===== src/rtl/plot_scheduler_if.sv =====
// Pixel-request and VGA-write bundle between the object plotters, the
// plot_scheduler arbiter and the VGA adapter.
interface plot_scheduler_if;
  logic [2:0]  req;
  logic [23:0] req_x;
  logic [20:0] req_y;
  logic [8:0]  req_colour;
  logic [2:0]  req_done;
  logic [2:0]  gnt;
  logic        draw_start;
  logic [7:0]  vga_x;
  logic [6:0]  vga_y;
  logic [2:0]  vga_colour;
  logic        vga_plot;
  logic        busy;
  logic        overrun;

  modport master (
    output req, req_x, req_y, req_colour, req_done,
    input  gnt, draw_start, vga_x, vga_y, vga_colour, vga_plot, busy, overrun
  );

  modport slave (
    input  req, req_x, req_y, req_colour, req_done,
    output gnt, draw_start, vga_x, vga_y, vga_colour, vga_plot, busy, overrun
  );
endinterface


===== src/rtl/plot_scheduler.sv =====
// Per-frame background clear followed by arbitration of the single VGA pixel port.
// Define SHIP_PRIORITY_EN to give the ship (requester 0) absolute priority.
module plot_scheduler #(
  parameter int          X_MAX         = 160,
  parameter int          Y_MAX         = 120,
  parameter logic [2:0]  BG_COLOUR     = 3'b000,
  parameter logic [15:0] SERVE_TIMEOUT = 16'd4096
) (
  input  logic            clk,
  input  logic            resetn,
  input  logic            frame_tick,
  plot_scheduler_if.slave bus
);

  localparam logic [7:0]  X_LAST = 8'(X_MAX - 1);
  localparam logic [6:0]  Y_LAST = 7'(Y_MAX - 1);
  localparam logic [15:0] T_LAST = SERVE_TIMEOUT - 16'd1;

  typedef enum logic [1:0] {IDLE, CLEAR, SERVE} state_t;

  state_t      state_reg;
  logic [7:0]  x_cnt_reg;
  logic [6:0]  y_cnt_reg;
  logic [15:0] timeout_reg;
  logic [1:0]  rr_ptr_reg;
  logic        draw_start_reg;
  logic [7:0]  vga_x_reg;
  logic [6:0]  vga_y_reg;
  logic [2:0]  vga_colour_reg;
  logic        vga_plot_reg;
  logic        busy_reg;
  logic        overrun_reg;

  logic [7:0]  req_xs [3];
  logic [6:0]  req_ys [3];
  logic [2:0]  req_cs [3];
  logic [2:0]  eligible;
  logic        win_valid;
  logic [1:0]  win_idx;
  logic        grant_any;
  logic [2:0]  gnt_next;

  generate
    for (genvar gi = 0; gi < 3; gi++) begin : g_unpack
      assign req_xs[gi]   = bus.req_x[8*gi +: 8];
      assign req_ys[gi]   = bus.req_y[7*gi +: 7];
      assign req_cs[gi]   = bus.req_colour[3*gi +: 3];
      assign eligible[gi] = bus.req[gi] & ~bus.req_done[gi];
    end
  endgenerate

`ifdef SHIP_PRIORITY_EN
  always_comb begin
    win_valid = 1'b0;
    win_idx   = 2'd0;
    if (eligible[0]) begin
      win_valid = 1'b1;
      win_idx   = 2'd0;
    end else if (rr_ptr_reg == 2'd1) begin
      if (eligible[2]) begin
        win_valid = 1'b1;
        win_idx   = 2'd2;
      end else if (eligible[1]) begin
        win_valid = 1'b1;
        win_idx   = 2'd1;
      end
    end else begin
      if (eligible[1]) begin
        win_valid = 1'b1;
        win_idx   = 2'd1;
      end else if (eligible[2]) begin
        win_valid = 1'b1;
        win_idx   = 2'd2;
      end
    end
  end
`else
  // Walk the offsets from farthest to nearest so the nearest eligible one wins.
  always_comb begin
    logic [1:0] cand;
    win_valid = 1'b0;
    win_idx   = 2'd0;
    cand      = 2'd0;
    for (int k = 3; k >= 1; k--) begin
      cand = 2'((int'(rr_ptr_reg) + k) % 3);
      if (eligible[cand]) begin
        win_valid = 1'b1;
        win_idx   = cand;
      end
    end
  end
`endif

  // The draw_start cycle lets requesters rewind their walks before any grant.
  assign grant_any = (state_reg == SERVE) && !draw_start_reg && win_valid;
  assign gnt_next  = grant_any ? (3'b001 << win_idx) : 3'b000;

  always_ff @(posedge clk or negedge resetn) begin
    if (!resetn) begin
      state_reg      <= IDLE;
      x_cnt_reg      <= 8'd0;
      y_cnt_reg      <= 7'd0;
      timeout_reg    <= 16'd0;
      rr_ptr_reg     <= 2'd2;
      draw_start_reg <= 1'b0;
      vga_x_reg      <= 8'd0;
      vga_y_reg      <= 7'd0;
      vga_colour_reg <= 3'd0;
      vga_plot_reg   <= 1'b0;
      busy_reg       <= 1'b0;
      overrun_reg    <= 1'b0;
    end else begin
      draw_start_reg <= 1'b0;
      vga_plot_reg   <= 1'b0;
      if (frame_tick && (state_reg != IDLE)) begin
        overrun_reg <= 1'b1;
      end
      case (state_reg)
        IDLE: begin
          if (frame_tick) begin
            state_reg <= CLEAR;
            x_cnt_reg <= 8'd0;
            y_cnt_reg <= 7'd0;
            busy_reg  <= 1'b1;
          end
        end
        CLEAR: begin
          vga_x_reg      <= x_cnt_reg;
          vga_y_reg      <= y_cnt_reg;
          vga_colour_reg <= BG_COLOUR;
          vga_plot_reg   <= 1'b1;
          if (x_cnt_reg == X_LAST) begin
            x_cnt_reg <= 8'd0;
            if (y_cnt_reg == Y_LAST) begin
              y_cnt_reg      <= 7'd0;
              state_reg      <= SERVE;
              draw_start_reg <= 1'b1;
              timeout_reg    <= 16'd0;
            end else begin
              y_cnt_reg <= y_cnt_reg + 7'd1;
            end
          end else begin
            x_cnt_reg <= x_cnt_reg + 8'd1;
          end
        end
        SERVE: begin
          timeout_reg <= timeout_reg + 16'd1;
          if (grant_any) begin
            vga_x_reg      <= req_xs[win_idx];
            vga_y_reg      <= req_ys[win_idx];
            vga_colour_reg <= req_cs[win_idx];
            vga_plot_reg   <= 1'b1;
`ifdef SHIP_PRIORITY_EN
            if (win_idx != 2'd0) begin
              rr_ptr_reg <= win_idx;
            end
`else
            rr_ptr_reg <= win_idx;
`endif
          end
          // A grant on the exit cycle is still plotted on the first IDLE cycle.
          if (((bus.req_done == 3'b111) && !grant_any) || (timeout_reg == T_LAST)) begin
            state_reg <= IDLE;
            busy_reg  <= 1'b0;
          end
        end
        default: begin
          state_reg <= IDLE;
          busy_reg  <= 1'b0;
        end
      endcase
    end
  end

  assign bus.gnt        = gnt_next;
  assign bus.draw_start = draw_start_reg;
  assign bus.vga_x      = vga_x_reg;
  assign bus.vga_y      = vga_y_reg;
  assign bus.vga_colour = vga_colour_reg;
  assign bus.vga_plot   = vga_plot_reg;
  assign bus.busy       = busy_reg;
  assign bus.overrun    = overrun_reg;

endmodule

===== src/flat_wrapper.sv =====
// flat-port wrapper written by rule: the top's interface ports become plain ports
module plot_scheduler_flat 
#(
  parameter int          X_MAX         = 160,
  parameter int          Y_MAX         = 120,
  parameter logic [2:0]  BG_COLOUR     = 3'b000,
  parameter logic [15:0] SERVE_TIMEOUT = 16'd4096
)
  (clk, resetn, frame_tick, bus_req, bus_req_x, bus_req_y, bus_req_colour, bus_req_done, bus_gnt, bus_draw_start, bus_vga_x, bus_vga_y, bus_vga_colour, bus_vga_plot, bus_busy, bus_overrun);
  plot_scheduler_if bus_i ();
  input  logic clk;
  input  logic resetn;
  input  logic frame_tick;
  input wire logic [$bits(bus_i.req)-1:0] bus_req;
  input wire logic [$bits(bus_i.req_x)-1:0] bus_req_x;
  input wire logic [$bits(bus_i.req_y)-1:0] bus_req_y;
  input wire logic [$bits(bus_i.req_colour)-1:0] bus_req_colour;
  input wire logic [$bits(bus_i.req_done)-1:0] bus_req_done;
  output wire logic [$bits(bus_i.gnt)-1:0] bus_gnt;
  output wire logic [$bits(bus_i.draw_start)-1:0] bus_draw_start;
  output wire logic [$bits(bus_i.vga_x)-1:0] bus_vga_x;
  output wire logic [$bits(bus_i.vga_y)-1:0] bus_vga_y;
  output wire logic [$bits(bus_i.vga_colour)-1:0] bus_vga_colour;
  output wire logic [$bits(bus_i.vga_plot)-1:0] bus_vga_plot;
  output wire logic [$bits(bus_i.busy)-1:0] bus_busy;
  output wire logic [$bits(bus_i.overrun)-1:0] bus_overrun;
  assign bus_i.req = bus_req;
  assign bus_i.req_x = bus_req_x;
  assign bus_i.req_y = bus_req_y;
  assign bus_i.req_colour = bus_req_colour;
  assign bus_i.req_done = bus_req_done;
  assign bus_gnt = bus_i.gnt;
  assign bus_draw_start = bus_i.draw_start;
  assign bus_vga_x = bus_i.vga_x;
  assign bus_vga_y = bus_i.vga_y;
  assign bus_vga_colour = bus_i.vga_colour;
  assign bus_vga_plot = bus_i.vga_plot;
  assign bus_busy = bus_i.busy;
  assign bus_overrun = bus_i.overrun;
  plot_scheduler #(.X_MAX(X_MAX), .Y_MAX(Y_MAX), .BG_COLOUR(BG_COLOUR), .SERVE_TIMEOUT(SERVE_TIMEOUT)) u_core (.clk(clk), .resetn(resetn), .frame_tick(frame_tick), .bus(bus_i));
endmodule

===== config.mk =====
export PLATFORM = sky130hd
export DESIGN_NAME = plot_scheduler_flat
export DESIGN_NICKNAME = d
export VERILOG_FILES = /design/src/rtl/plot_scheduler_if.sv /design/src/rtl/plot_scheduler.sv /design/src/flat_wrapper.sv
export SDC_FILE = /design/constraint.sdc
export NUM_CORES = 1
export LEC_CHECK = 0
export ABC_AREA = 0
export CAP_MARGIN = 20
export CORE_ASPECT_RATIO = 0.5
export CORE_MARGIN = 5
export CORE_UTILIZATION = 40
export CTS_CLUSTER_DIAMETER = 120
export DETAILED_ROUTE_END_ITERATION = 7
export PLACE_DENSITY_LB_ADDON = 0.1
export RECOVER_POWER = 100
export REMOVE_ABC_BUFFERS = 1
export SYNTH_ARGS = -nofsm -noshare
export SYNTH_HDL_FRONTEND = slang
export SYNTH_SLANG_ARGS = --single-unit

===== constraint.sdc =====
create_clock -name clk -period 6.3 [get_ports clk]
set_input_delay 1.26 -clock clk [delete_from_list [all_inputs] [get_ports clk]]
set_output_delay 1.26 -clock clk [all_outputs]
set_load 0.01 [all_outputs]

==> results list, run 1 <==
* Antenna Nets Post-Route: 0
* Number of top-level pins: 88
- Die boundary height: between 70 and 80 microns
- Min cycle time layout: ~5.2 ns
- The die covers approximately 11000 sq um.
* Finish-stage setup viols: 0
* Peak clock frequency supported by timing: about 0.19 GHz
* Violated checks: capacitance limit, slew limit
- The via count of the first global-routing pass came to ~3100.
* Total Power Consumption: between 1 and 1.5 mW
- The clock arrives with between 0.003 and 0.004 ns of skew.
* Growth of design area from synthesis to finish: 34.75%
- Initial cell density of the core: 0.4182
- In this run the cell area of the synthesized design comes to between 3000 and 4000 sq um.
- Post-CTS setup repair buffer count: 0
* Arrival time reported for the critical path endpoint: about 4 ns
* Placer's final routability congestion estimate: between 0.7 and 0.8
- The filler cells instantiated in the layout total around 740.
- Layout cell share with drive strength beyond 1: 0.05957
- Summed over all layers, the routed wires come to 9.772 mm.
- Pre-Repair DR Iteration Count: 5
* Leakage: a little under 2 nW
- The repair_antennas step left the layout with diodes totalling 0.
* Root buffer selected by CTS: sky130_fd_sc_hd__clkbuf_16
- In the global route stage, overall resource usage came out at 0.1848.
* Remaining Overflow, GRT: 0
* Status: complete, but fails checks
- The initial antenna violation count is 0.
- Number of cells traversed by the worst register-to-register path: 7
* Largest net degree at the start of global routing: just under 60
- In this run the tightest slew margin relative to its limit is -1.040.
- Instance area at placement: about 4400 sq um
- After detailed routing, the number of remaining DRC violations is 0.
- Count of final hold-check violations: 0
* First-pass GRT wire length: about 16 mm
- The total area inside the core boundary comes to just over 8000 sq um.
- Flip-flop count of the largest register, all copies and words added: 16
- Setup repair after global routing left no endpoint under its margin.
* Synthesis Warnings: 0
- In the final routed layout, each cell accounts on average for roughly 17 microns.
- The HPWL after detailed placement is 7.247 mm.
- Once layout is done, the placed cells without fillers occupy around 4600 sq um.
- Of all flip-flops after synthesis, the portion carrying an async set or reset was 1.000.
* Most used flip-flop cell after synthesis: sky130_fd_sc_hd__dfrtp_1
- R2R Path End: u_core.timeout_reg[10]$_DFFE_PN0P_
- Summed over all failing endpoints, the final setup total negative slack is 0 ns.
* Ratio of final minimum period to clock period: 0.8305
- The clock net in this run drives a total of 57 sinks.
- Worst hold path startpoint: u_core.bus.overrun$_DFFE_PN0P_
- Clock slew at reported path FFs: around 0.05 ns
* Count of hold-fix buffers inserted at cts: 0
- The max-slew violation count was 58.
- Count of cell types in the netlist: 50
- Worst IR drop on VDD: approximately 0.19 mV
- Of all nets on the critical path, the largest fanout is 28.
* Post-synthesis instance total: 385
- Crit path capture type: output pin
- Max-capacitance violation count: 1
- Number of buffers added on ports: 87
* Chip Width: about 140 microns
- In this run the power density over the cells is approximately 320 nW/um^2.
- Counting along the longest clock path gives a buffer depth of 2.
- The final layout contains around 540 nets.
- In this run the mean area of a mapped cell was slightly below 9 sq um.
* WP data required: slightly above 5 ns
- Hold Path End: u_core.bus.overrun$_DFFE_PN0P_
* Slew @ Worst Pin: approximately 3.1 ns
- The detailed router placed roughly 3200 vias in this run.
* CTS buffer count: 9
- Initial drt markers: roughly 140
- The startpoint identified for the worst register-to-register timing path is u_core.y_cnt_reg[0]$_DFFE_PN0P_.
- Setup slack, reg-to-reg: between 2 and 3 ns
* Clock network latency to the later pin of the worst-skew pair: between 0.3 and 0.4 ns
* Type of the worst setup path: input pin to output pin
- Max H-tree Level: 3
- Worst hold stages: 1
* Kind of launch point of the worst setup path: input pin
* Cell Rows: 23
* Class of the tightest hold or removal check: register to register
- TritonCTS clock tree: yes
* Proportion of synthesized chip area in sequential cells: 0.4192
- Yosys mapped a number of flops with a built-in enable equal to 0.
- Resized cells post-CTS: 0
- Total of flip-flops plus latches after synthesis: between 50 and 60
- Vias per Instance: 5.527
cells in the final DEF, fill, tap and decap left out, drive strengths merged, types with 2 or more instances in the layout:
cell / instances
a2bb2oi: 18
o21ai: 54
o32a: 2
and3: 7
buf: 4
mux2i: 3
nand2: 61
clkdlybuf4s50: 59
ha: 8
a21o: 7
xnor2: 5
a31o: 18
clkinv: 3
nand4: 6
nor3b: 2
nor2: 16
clkbuf: 12
dfrtp: 56
nor4: 5
a21oi: 10
or2: 4
inv: 12
dlygate4sd3: 27
clkinvlp: 2
nor2b: 4
mux2: 2
nand3: 17
and2: 2
a22o: 10
nor3: 8
o31ai: 7
nand2b: 7
power by group:
part | internal (mW) | switching [mW] | leakage (nW)
registers | 0.440 | 0.0560 | 0.750
logic | 0.230 | 0.282 | 1.05
clock network | 0.285 | 0.166 | 0.137
total | 0.955 | 0.505 | 1.94
critical path, cell delays in order:
cell and delay (ns):
sky130_fd_sc_hd__dlygate4sd3_1 0.56, sky130_fd_sc_hd__nor2b_1 0.33, sky130_fd_sc_hd__o32ai_1 0.13, sky130_fd_sc_hd__a221o_1 0.37, sky130_fd_sc_hd__a21o_1 0.43, sky130_fd_sc_hd__nor2_1 0.24, sky130_fd_sc_hd__dlygate4sd3_1 0.64
cell families after synthesis:
group	share of synthesized area
AOI/OAI and AO/OA	0.2748
xor gates and xnor gates	0.01286
adders and majority gates	0.03233
buffers and inverters	0.04188
DFF	0.4192
muxes	0.01543
and+or+nand+nor	0.2035
area by class of cell:
class | count | area [sq um] | share of cell area
Multi-Input combinational cell | 294 | 1802 | 0.3926
Sequential cell | 57 | 1428 | 0.3111
Timing Repair Buffer | 91 | 892.1 | 0.1944
Clock buffer | 11 | 252.7 | 0.05507
Tap cell | 112 | 140.1 | 0.03053
Inverter | 12 | 45.04 | 0.009815
Clock inverter | 5 | 30.03 | 0.006543
how the worst max path moves through the flow:
stage,start,end,slack [ns],cells past startpoint
4_1_cts,bus_req[1],bus_gnt[2],1.19,7
5_1_grt,bus_req_done[2],bus_gnt[1],0.91,7
2_1_floorplan,bus_req_done[0],bus_gnt[0],1.55,5
3_5_place_dp,bus_req[1],bus_gnt[2],1.19,7
6_report,bus_req_done[2],bus_gnt[2],1.07,7
3_3_place_gp,bus_req[1],bus_gnt[1],1.33,7
synthesized netlist by cell type, types with 2 or more instances:
cell type,number,share of area
sky130_fd_sc_hd__o21ai_0,37,0.054
sky130_fd_sc_hd__and2_1,2,0.0037
sky130_fd_sc_hd__a22o_1,10,0.026
sky130_fd_sc_hd__a21oi_1,10,0.015
sky130_fd_sc_hd__nand2_1,60,0.066
sky130_fd_sc_hd__o31ai_1,7,0.015
sky130_fd_sc_hd__nand3_1,17,0.025
sky130_fd_sc_hd__a31o_1,16,0.041
sky130_fd_sc_hd__xnor2_1,5,0.013
sky130_fd_sc_hd__nor2_1,16,0.018
sky130_fd_sc_hd__dfrtp_1,56,0.41
sky130_fd_sc_hd__a31o_2,2,0.0051
sky130_fd_sc_hd__mux2_1,2,0.0066
sky130_fd_sc_hd__nor4_1,2,0.0037
sky130_fd_sc_hd__o32a_1,2,0.0059
sky130_fd_sc_hd__ha_1,8,0.029
sky130_fd_sc_hd__mux2i_1,3,0.0088
sky130_fd_sc_hd__nor2b_1,4,0.0073
sky130_fd_sc_hd__buf_2,3,0.0044
sky130_fd_sc_hd__nor4_2,3,0.011
sky130_fd_sc_hd__nand2b_1,7,0.013
sky130_fd_sc_hd__or2_1,2,0.0037
sky130_fd_sc_hd__buf_1,2,0.0022
sky130_fd_sc_hd__and3_1,7,0.013
sky130_fd_sc_hd__or2_2,2,0.0037
sky130_fd_sc_hd__nand4_1,5,0.0092
sky130_fd_sc_hd__nor3b_1,2,0.0044
sky130_fd_sc_hd__inv_2,2,0.0022
sky130_fd_sc_hd__a21o_1,7,0.015
sky130_fd_sc_hd__a2bb2oi_1,18,0.046
sky130_fd_sc_hd__o21ai_1,17,0.025
sky130_fd_sc_hd__inv_1,10,0.011
sky130_fd_sc_hd__clkbuf_1,15,0.017
sky130_fd_sc_hd__nor3_1,8,0.012
per-stage QoR:
step	setup WS, ns	hold WS [ns]	std cells	util
finish	1.068	0.4463	582	0.5635
floorplan	1.550	0.4571	363	-
detailed placement	1.189	0.4442	566	0.5342
global placement	1.332	0.4435	566	0.5342
global route	0.9134	0.4693	582	0.5635
CTS	1.189	0.4563	582	0.5689
metal layers:
| metal | global-route usage | wire length (microns) | up-vias |
|---|---|---|---|
| met5 | 0 | 0 | - |
| met3 | 0.04061 | 272 | 9 |
| li1 | - | - | 1583 |
| met4 | 0.04511 | 73 | 0 |
| met2 | 0.3353 | 5090 | 48 |
| met1 | 0.2299 | 4335 | 1577 |
Power figures use the tool's default switching activity.
==> inputs of run 2 (changes only) <==
clock period = 4.8 ns   (was 6.3 ns; I/O delays follow)
==> run 2 against run 1 <==
Against the previous run: the run still ends with capacitance limit, slew limit left; design area rose by 0.25%; register-to-register slack got worse by 1.5 ns; worst setup slack got worse by 0.56 ns; sequential share of layout area fell by 0.076 points; utilization rose by 0.14 points; sequential power rose by 31%; global-route usage rose by 0.47 points; critical path depth did not move; first-iteration DRC count rose by 28%; worst hold slack improved by 0.0098 ns.
==> results list, run 2 (synthesis results as in run 1) <==
* Internal power of the cells: 1.294 mW (+35%)
- The number of vias in the routed layout was 3178 (-1.2%).
- The worst slack after detailed placement came to 0.6810 ns (-0.5081 ns).
- The detailed-route wire length came to 9.666 mm (-1.1%).
- The count of nets left with antenna violations after detail routing came to 0 (unchanged).
- CTS buffer count: 9 (unchanged)
- Setup repair after global routing left no endpoint under its margin.
* Setup TNS: 0 ns (unchanged)
- Crit path capture type: output pin
* Number of top-level pins: 88 (unchanged)
- Timing would allow up to 0.2329 GHz.
- Among cell families on the critical path, the largest total delay comes from buffers and inverters.
* Crit-path cells: dlygate4sd3_1 > nor2b_1 > o32ai_1 > a221o_1 > a21o_1 > nor2_1 > dlygate4sd3_1
* Chip Width: 140.5 microns (unchanged)
* Switching power summed over all nets: 654.4 uW (+30%)
* All-Layer GR Usage: 0.1895 (+0.004694)
* Most frequent standard cell in the layout excluding fill and tap cells: sky130_fd_sc_hd__nand2_1
- Die boundary height: 75.25 microns (unchanged)
- Number of buffers added on ports: 87 (unchanged)
- The starting density of the core was 0.4182 (unchanged).
- Worst hold stages: 1 (unchanged)
- Combinational cell fraction of total power: 0.342 (-0.009)
- The min-delay analysis places its worst path in the category register to register.
- The clock sink total was 57 (unchanged).
- The clock transition at the registers of the reported paths was 0.05 ns (about the same).
- Count of final hold-check violations: 0 (unchanged)
- Max_slew headroom: -0.2224 (+0.8179)
* Type of the worst setup path: input pin to output pin
* Clock network latency to the later pin of the worst-skew pair: 0.33 ns (about the same)
- Slowest stage cell, crit path: sky130_fd_sc_hd__dlygate4sd3_1
- Vias per Instance: 5.451 (-1.4%)
* Clk buf depth: 2 (unchanged)
- The biggest fanout along the worst timing path was 6 (-79%).
* Count of hold-fix buffers inserted at cts: 0 (unchanged)
- Number of global-route vias before repair: 3148 (+0.19%)
- The DRC marker count from the first detailed-route iteration is 177 (+28%).
- The tree is rooted in a sky130_fd_sc_hd__clkbuf_16.
- The final reports fail on capacitance limit, slew limit.
* Top library cells by usage in the layout, fill and taps aside: sky130_fd_sc_hd__nand2_1 (61), sky130_fd_sc_hd__clkdlybuf4s50_1 (59), sky130_fd_sc_hd__dfrtp_1 (56)
* Kind of launch point of the worst setup path: input pin
- The leakage power figure came to 1.938 nW (-0.18%).
* Finish-stage setup viols: 0 (unchanged)
* Sequential share of power: 0.334 (-0.006)
- # diodes: 0 (unchanged)
- The area growth from synthesis to layout is 35.08%.
* First-pass GRT wire length: 15.85 mm (+2.0%)
- The critical path starts at bus_req_done[1].
* Status: complete, but fails checks
- Placer's final routability congestion estimate: 0.7823 (-0.28%)
- Slew @ Worst Pin: 1.834 ns (-1.227 ns)
* Largest net degree at the start of global routing: 37 (-36%)
- Cell Rows: 23 (unchanged)
- The count of buffer and inverter cells on the critical path was 2 (unchanged).
* Number of cells traversed by the worst register-to-register path: 7 (unchanged)
- Counting I/O delays and the setup requirement, the final critical path takes around 4.3 ns.
- Layout cell share with drive strength beyond 1: 0.05308 (-0.006496)
- Flip-flop count of the largest register, all copies and words added: 16 (unchanged)
- The number of nets in the final layout was 537 (+0.19%).
- The worst clock skew is 0.005876 ns (+0.002217 ns).
- The maximum level of the CTS H-tree is 3 (unchanged).
- The max-slew violation count is 37 (-36%).
- Resized cells post-CTS: 0 (unchanged)
- Critical Path Max Stage Delay: 0.64 ns (about the same)
- WP data required: 3.84 ns (-1.20 ns)
- Net Sw Frac: 0.3358 (-0.009796)
* Worst hold path startpoint: u_core.bus.overrun$_DFFE_PN0P_
- R2R Path End: u_core.timeout_reg[10]$_DFFE_PN0P_
- The estimated wirelength of the detail-placed design came to 7.273 mm (+0.36%).
* Die footprint: 10570 sq um (unchanged)
- In the finished design, the share of the clock period the worst path needs comes to 0.8943.
* Max-capacitance violation count: 1 (unchanged)
- Pre-Repair DR Iteration Count: 4 (-1)
- The area inside the core boundary came to 8144 sq um (unchanged).
- The post-route worst setup slack is 0.5072 ns (-0.5610 ns).
- The register-to-register setup slack came to 1.30 ns (-1.49 ns).
- The share of power burned in the clock network was 0.324 (+0.015).
- The startpoint identified for the worst register-to-register timing path is u_core.y_cnt_reg[0]$_DFFE_PN0P_.
* TritonCTS clock tree: yes
- Post-CTS setup repair buffer count: 0 (unchanged)
* Most used cell, CP: sky130_fd_sc_hd__dlygate4sd3_1
* Worst IR drop on VDD: 0.2474 mV (+32%)
- The final routed DRC violation total came to 0 (unchanged).
- The residual overflow from global routing came to 0 (unchanged).
- Initial antenna violation count: 0 (unchanged)
- The total power density per cell area was 423.6 nW/um^2 (+33%).
- The worst hold path terminates at u_core.bus.overrun$_DFFE_PN0P_.
- The final routed wire length divided by cell count is 16.58 microns (-1.3%).
- The endpoint arrival time on the critical path came to 3.33 ns (-0.64 ns).
run 2: per-layer routing:
metal / up-vias / global-route usage / routed length [microns]
li1: 1579 / - / -
met4: 0 / 0.05048 / 82
met3: 10 / 0.04632 / 397
met1: 1554 / 0.2405 / 4226
met5: - / 0 / 0
met2: 35 / 0.3316 / 4959
run 2: final cells by class:
cell class / count / area, sq um
flip-flops and latches: 57 / 1428
repair buffers: 92 / 894.6
clock buffers: 11 / 242.7
inverters: 12 / 45.04
fillers: 751 / 3543
well taps: 112 / 140.1
clock inverters: 5 / 55.05
multi-input cells: 294 / 1795
run 2: how the worst max path moves through the flow:
stage	cells past startpoint	slack [ns]	to
after floorplan	5	0.65	bus_gnt[0]
after global placement	7	0.73	bus_gnt[1]
after detailed placement	7	0.68	bus_gnt[1]
after CTS	7	0.68	bus_gnt[1]
after global routing	7	0.37	bus_gnt[1]
final	7	0.51	bus_gnt[1]
run 2: metrics by stage:
stage | cell area (sq um) | power [mW] | hold slack, ns | instances | utilization
floorplan | 3308 | 1.038 | 0.4571 | 363 | -
global placement | 4358 | 1.355 | 0.4412 | 567 | 0.5351
detailed placement | 4358 | 1.372 | 0.4564 | 567 | 0.5351
CTS | 4656 | 2.012 | 0.4682 | 583 | 0.5717
global route | 4601 | 2.070 | 0.4827 | 583 | 0.5649
finish | 4601 | 1.949 | 0.4561 | 583 | 0.5649
run 2: power by group through the flow:
stage / logic [mW] / clock network (mW) / registers [mW]
final: 0.667 / 0.631 / 0.650
after floorplan: 0.361 / 0 / 0.677
after detailed placement: 0.713 / 0 / 0.659
after CTS: 0.716 / 0.642 / 0.653
after global routing: 0.737 / 0.670 / 0.663
after global placement: 0.701 / 0 / 0.654
==> inputs of run 3 (changes only) <==
GPL_ROUTABILITY_DRIVEN = 0   (was not set)
==> results of run 3 <==
The final DEF is identical to that of run 2; final timing and power are the same.
